===== src/rtl/cv32e40x_rvfi_trace_buffer.sv =====
// RVFI retirement-trace capture buffer.
// Each retired instruction is packed into a 145-bit timestamped record and
// pushed into a DEPTH-entry FIFO drained by a valid/ready reader. Capture is
// gated by an IDLE/ARMED/CAPTURE/DONE state machine with optional PC start and
// stop triggers, and a drop-or-freeze policy when the FIFO has no free slot.

package cv32e40x_rvfi_pkg;
    parameter int NMEM = 2;
endpackage

module cv32e40x_rvfi_trace_buffer #(
    parameter int NRET  = 1,
    parameter int DEPTH = 8,
    parameter int NMEM  = cv32e40x_rvfi_pkg::NMEM
) (
    input  logic                         clk_i,
    input  logic                         rst_i,
    input  logic                         cfg_en_i,
    input  logic                         cfg_freeze_i,
    input  logic                         cfg_trig_en_i,
    input  logic [31:0]                  trig_start_pc_i,
    input  logic [31:0]                  trig_stop_pc_i,
    input  logic [NRET-1:0]              rvfi_valid,
    input  logic [32*NRET-1:0]           rvfi_pc_rdata,
    input  logic [5*NRET-1:0]            rvfi_rd_addr,
    input  logic [32*NRET-1:0]           rvfi_rd_wdata,
    input  logic [32*NMEM*NRET-1:0]      rvfi_mem_addr,
    input  logic [4*NMEM*NRET-1:0]       rvfi_mem_rmask,
    input  logic [4*NMEM*NRET-1:0]       rvfi_mem_wmask,
    output logic                         rd_valid_o,
    input  logic                         rd_ready_i,
    output logic [144:0]                 rd_data_o,
    output logic [$clog2(DEPTH):0]       level_o,
    output logic [15:0]                  drop_cnt_o,
    output logic [1:0]                   state_o
);

    localparam int AW = $clog2(DEPTH);
    localparam int LW = AW + 1;
    localparam int RW = 145;
    localparam int DW = $clog2(NRET + 1);

    typedef enum logic [1:0] {
        ST_IDLE    = 2'd0,
        ST_ARMED   = 2'd1,
        ST_CAPTURE = 2'd2,
        ST_DONE    = 2'd3
    } state_e;

    state_e             state_q, state_d;
    logic [AW-1:0]      wptr_q, wptr_d;
    logic [AW-1:0]      rptr_q, rptr_d;
    logic [LW-1:0]      level_q, level_d;
    logic [15:0]        drop_q, drop_d;
    logic [31:0]        ts_q;
    logic [RW-1:0]      mem_q [DEPTH];

    logic [RW-1:0]      rec [NRET];
    logic [AW-1:0]      wr_idx [NRET];
    logic [NRET-1:0]    push_en;
    logic [LW-1:0]      free;
    logic [LW-1:0]      used;
    logic [DW-1:0]      drop_n;
    logic               capturing;
    logic               halt;
    logic               pop;

    // First active memop (address and masks) plus saturating count of active memops.
    function automatic logic [43:0] mem_summary(input logic [32*NMEM-1:0] addr,
                                                input logic [4*NMEM-1:0]  rmask,
                                                input logic [4*NMEM-1:0]  wmask);
        logic [31:0] a;
        logic [3:0]  r;
        logic [3:0]  w;
        logic [3:0]  n;
        logic        found;
        a     = '0;
        r     = '0;
        w     = '0;
        n     = '0;
        found = 1'b0;
        for (int m = 0; m < NMEM; m++) begin
            if ((rmask[m*4 +: 4] | wmask[m*4 +: 4]) != 4'd0) begin
                if (!found) begin
                    a     = addr[m*32 +: 32];
                    r     = rmask[m*4 +: 4];
                    w     = wmask[m*4 +: 4];
                    found = 1'b1;
                end
                if (n != 4'hF) begin
                    n = n + 4'd1;
                end
            end
        end
        return {a, r, w, n};
    endfunction

    // Saturating add for the drop counter.
    function automatic logic [15:0] sat_add16(input logic [15:0] a, input logic [DW-1:0] b);
        logic [16:0] s;
        s = {1'b0, a} + 17'(b);
        return s[16] ? 16'hFFFF : s[15:0];
    endfunction

    assign rd_valid_o = (level_q != '0);
    assign rd_data_o  = rd_valid_o ? mem_q[rptr_q] : '0;
    assign level_o    = level_q;
    assign drop_cnt_o = drop_q;
    assign state_o    = state_q;
    assign pop        = rd_valid_o && rd_ready_i;
    // A same-cycle pop never frees a slot for this cycle's pushes.
    assign free       = LW'(DEPTH) - level_q;

    // Pack one record per retire channel, stamped with this cycle's timestamp.
    always_comb begin
        for (int i = 0; i < NRET; i++) begin
            rec[i] = {ts_q,
                      rvfi_pc_rdata[i*32 +: 32],
                      rvfi_rd_addr[i*5 +: 5],
                      rvfi_rd_wdata[i*32 +: 32],
                      mem_summary(rvfi_mem_addr[i*32*NMEM +: 32*NMEM],
                                  rvfi_mem_rmask[i*4*NMEM +: 4*NMEM],
                                  rvfi_mem_wmask[i*4*NMEM +: 4*NMEM])};
        end
    end

    // Next state, slot allocation in program order, drops and trigger handling.
    always_comb begin
        state_d   = state_q;
        push_en   = '0;
        drop_n    = '0;
        used      = '0;
        capturing = (state_q == ST_CAPTURE);
        halt      = 1'b0;
        for (int i = 0; i < NRET; i++) begin
            wr_idx[i] = wptr_q + used[AW-1:0];
            if (rvfi_valid[i] && !halt && (state_q == ST_ARMED || state_q == ST_CAPTURE)) begin
                // The start match opens capture for this channel and all younger ones.
                if (state_q == ST_ARMED && !capturing &&
                    rvfi_pc_rdata[i*32 +: 32] == trig_start_pc_i) begin
                    capturing = 1'b1;
                end
                if (capturing) begin
                    if (used < free) begin
                        push_en[i] = 1'b1;
                        used       = used + LW'(1);
                    end else begin
                        drop_n = drop_n + DW'(1);
                        if (cfg_freeze_i) begin
                            halt    = 1'b1;
                            state_d = ST_DONE;
                        end
                    end
                    // Stop record itself is kept; younger same-cycle retirements are not.
                    if (rvfi_pc_rdata[i*32 +: 32] == trig_stop_pc_i) begin
                        halt    = 1'b1;
                        state_d = ST_DONE;
                    end
                end
            end
        end
        if (state_q == ST_ARMED && capturing && !halt) begin
            state_d = ST_CAPTURE;
        end
        if (state_q == ST_IDLE) begin
            state_d = cfg_trig_en_i ? ST_ARMED : ST_CAPTURE;
        end
        if (!cfg_en_i) begin
            state_d = ST_IDLE;
        end
        wptr_d  = wptr_q + used[AW-1:0];
        rptr_d  = rptr_q + AW'(pop);
        level_d = level_q + used - LW'(pop);
        drop_d  = sat_add16(drop_q, drop_n);
    end

    // Control state, pointers, occupancy, drop counter and free-running timestamp.
    always_ff @(posedge clk_i) begin
        if (rst_i) begin
            state_q <= ST_IDLE;
            wptr_q  <= '0;
            rptr_q  <= '0;
            level_q <= '0;
            drop_q  <= '0;
            ts_q    <= '0;
        end else begin
            state_q <= state_d;
            wptr_q  <= wptr_d;
            rptr_q  <= rptr_d;
            level_q <= level_d;
            drop_q  <= drop_d;
            ts_q    <= ts_q + 32'd1;
        end
    end

    // Record storage; contents are only meaningful below the occupancy level.
    always_ff @(posedge clk_i) begin
        for (int i = 0; i < NRET; i++) begin
            if (push_en[i]) begin
                mem_q[wr_idx[i]] <= rec[i];
            end
        end
    end

endmodule


===== config.mk =====
export PLATFORM = sky130hd
export DESIGN_NAME = cv32e40x_rvfi_trace_buffer
export DESIGN_NICKNAME = d
export VERILOG_FILES = /design/src/rtl/cv32e40x_rvfi_trace_buffer.sv
export SDC_FILE = /design/constraint.sdc
export NUM_CORES = 1
export LEC_CHECK = 0
export CAP_MARGIN = 20
export CORE_UTILIZATION = 50
export CTS_BUF_LIST = sky130_fd_sc_hd__clkbuf_4
export DETAILED_ROUTE_END_ITERATION = 16
export HOLD_SLACK_MARGIN = 0.05
export PLACE_DENSITY = 0.7
export RECOVER_POWER = 50
export SLEW_MARGIN = 20
export SYNTH_ARGS = -nofsm -noshare
export SYNTH_HDL_FRONTEND = slang
export SYNTH_SLANG_ARGS = --single-unit

===== constraint.sdc =====
create_clock -name clk_i -period 37.5 [get_ports clk_i]
set_input_delay 7.5 -clock clk_i [delete_from_list [all_inputs] [get_ports clk_i]]
set_output_delay 7.5 -clock clk_i [all_outputs]
set_load 0.005 [all_outputs]

==> reports/metrics.csv <==
stage;metric;value;unit
logic_synthesis;avgSynthCellArea;20.59;um2
power;ir_drop;0.00004997;V
global_routing;grt_max_degree;126;
timing;max_freq;80.68;MHz
clock_network;clk_pin_slew;70;ps
cells_and_area;nFillCells;6821;
job;drv_cap;1;
power;p_leak;18.07;nW
place;globalplace.congestion;0.8523;
timing;finalSetupViolations;0;
routing;drc;0;
cells_and_area;fin_cells;4402;
run_status;outcome;finished, violations left;
logic_synthesis;yosys.cell_types.count;52;
timing;grt_setup_unrepaired;false;
clock_network;root_buffer;clkbuf_4;
hold_path;min_path_type;reg2reg;
clock_network;cts_tree;yes;
logic_synthesis;syn_inst;2298;
timing;worst_slew_pin_slew;3113;ps
place;dp.cells;3867;
clock_network;cts_buffers;316;
cells_and_area;nets;3171;
floorplanning;die_h;309.6;um
global_routing;grtUsageTotal;22.36;%
timing;hold_viol_final;0;
routing;drtIter0Drc;1779;
global_routing;antenna_found_initial;13;
timing;fin_crit_sh;33.05;%
routing;avgRoutedWirePerCell;24.19;um
logic_synthesis;ys_ff_latch;1204;
global_routing;grt_pass1_vias;26410;
routing;ant_nets;0;
setup_path;worstSetupStartpointType;flop;
run_status;violations;capacitance limit, slew limit;
clock_network;clk_latency;1150;ps
setup_path;cp-end-kind;output pin;
floorplanning;die_area;0.09588;mm2
clock_network;clock-sinks;1204;
setup_path;required;30000;ps
timing;slew_headroom;-107.5;%
cells_and_area;area_delta_synth_final;19.29;%
clock_network;post_cts_buffers;0;
logic_synthesis;ys_warn_count;0;
cells_and_area;layout-drive-gt1-share;26.15;%
cells_and_area;final_common_cell;edfxtp_1;
place;post-place-ws;24950;ps
routing;drt_wl_total;106500;um
clock_network;cts.hold.buffers_added;0;
place;io_buffers;385;
setup_path;crit_fanout;49;
cells_and_area;regArea;0.03557;mm2
clock_network;clock_path_buffers;4;
global_routing;grt_pass1_wl;157300;um
floorplanning;fp-row-count;112;
clock_network;htree_levels;5;
cells_and_area;multi_input_area;0.01123;mm2
timing;setup_tns;0;ps
logic_synthesis;ys.flop_type;edfxtp_1;
setup_path;crit_type;reg2out;
power;p_per_area;59.89;mW/mm2
floorplanning;core_area;0.09347;mm2
cells_and_area;post-route-cell-area;0.05645;mm2
cells_and_area;most-common-layout-cells;edfxtp_1, clkbuf_4, clkdlybuf4s50_1;
timing;fin_ws;25110;ps
floorplanning;io_pins;388;
routing;via_per_inst;5.644;
timing;clock_skew;98.07;ps
global_routing;overflow;0;
setup_path;cp.arrival;4890;ps
logic_synthesis;synth_area;0.04732;mm2
logic_synthesis;ys_seq_area_share;75.13;%
clock_network;ctsResizeCount;0;
logic_synthesis;async_reset_ff_share;0;%
timing;slew_viol_final;60;
logic_synthesis;synth_edf_count;1144;
timing;fin_crit;12390;ps
place;dp_hpwl;60330;um
routing;drtPass1Iterations;5;
floorplanning;fp.dieW;309.6;um
routing;num_vias;24840;
place;placed_area;0.05265;mm2
floorplanning;initial_core_util;50.63;%
==> final cells by class <==
class / instances / share of cell area, %
Sequential cell: 1204 / 63.00
Tap cell: 1254 / 2.779
Antenna cell: 5 / 0.02216
Clock inverter: 78 / 0.6982
Timing Repair Buffer: 429 / 7.498
Inverter: 18 / 0.1197
Clock buffer: 450 / 5.984
Multi-Input combinational cell: 964 / 19.90
==> flip-flops by register name, indices dropped and copies added, names as in the netlist <==
register and flops:
rptr_q 3, wptr_q 3, state_o 2, drop_cnt_o 16, ts_q 32, mem_q 1144, level_o 4
==> metal layers <==
| layer | share of wire, % | track usage [%] | vias to the layer above | routed length (um) |
|---|---|---|---|---|
| li1 | - | - | 10850 | - |
| met1 | 41 | 29.77 | 12820 | 43550 |
| met2 | 49 | 36.22 | 1019 | 52700 |
| met3 | 7.7 | 5.765 | 143 | 8230 |
| met4 | 1.8 | 7.184 | 14 | 1921 |
| met5 | 0.083 | 0 | - | 88 |
==> path summary, 6_finish.rpt <==
kind         slack (ps)  cells after the start            from        endpoint
max reg2reg       32250                     10      state_o[0]    mem_q[3][64]
min reg2reg         540                      2  drop_cnt_o[15]  drop_cnt_o[12]
max               25110                      5       rptr_q[2]  rd_data_o[115]
min                 540                      2  drop_cnt_o[15]  drop_cnt_o[12]
==> Yosys cell counts (22+ instances only) <==
master    number  area share (%)
clkbuf_1      57            0.45
a21oi_1       23            0.24
dfxtp_1       60             2.5
nand2_1       22            0.17
a22o_1        32            0.59
xnor2_1       47            0.87
mux2i_1      145             3.1
mux4_2       286              14
edfxtp_1    1144              73
xor2_1        52            0.96
buf_2         41            0.43
nor2_1       189             1.5
==> logic make-up after synthesis <==
logic type | count (synthesis) | share of synthesized area (%)
buffers and inverters | 131 | 1.206
other | 1 | 0.007924
xor gates and xnor gates | 99 | 1.832
and+or+nand+nor | 330 | 3.387
DFF | 1204 | 75.13
muxes | 431 | 16.68
adders and majority gates | 18 | 0.4918
AOI/OAI and AO/OA | 84 | 1.264
==> per-stage QoR <==
stage          hold slack [ps]  util [%]  power (mW)
4_1_cts                  538.5     60.37       3.433
2_1_floorplan            499.1         -       1.968
5_1_grt                  556.3     60.39       3.547
3_5_place_dp             526.2     56.33       2.362
3_3_place_gp             518.1     56.32       2.358
6_report                 535.5     60.40       3.381
==> worst max-delay path, cell delays in order, from the launching register on <==
cell,delay (ps)
dfxtp_4,650
buf_4,950
buf_4,890
mux2i_1,640
nor2_1,120
clkdlybuf4s50_1,500
==> where the power goes <==
group | leakage (nW) | switching (mW) | total, mW | internal (mW)
Sequential | 10.8 | 0.0230 | 1.49 | 1.47
Combinational | 4.94 | 0.377 | 0.822 | 0.445
Clock | 2.28 | 0.494 | 1.06 | 0.570
Total | 18.1 | 0.894 | 3.38 | 2.49
(Power assumes the default switching activity.)
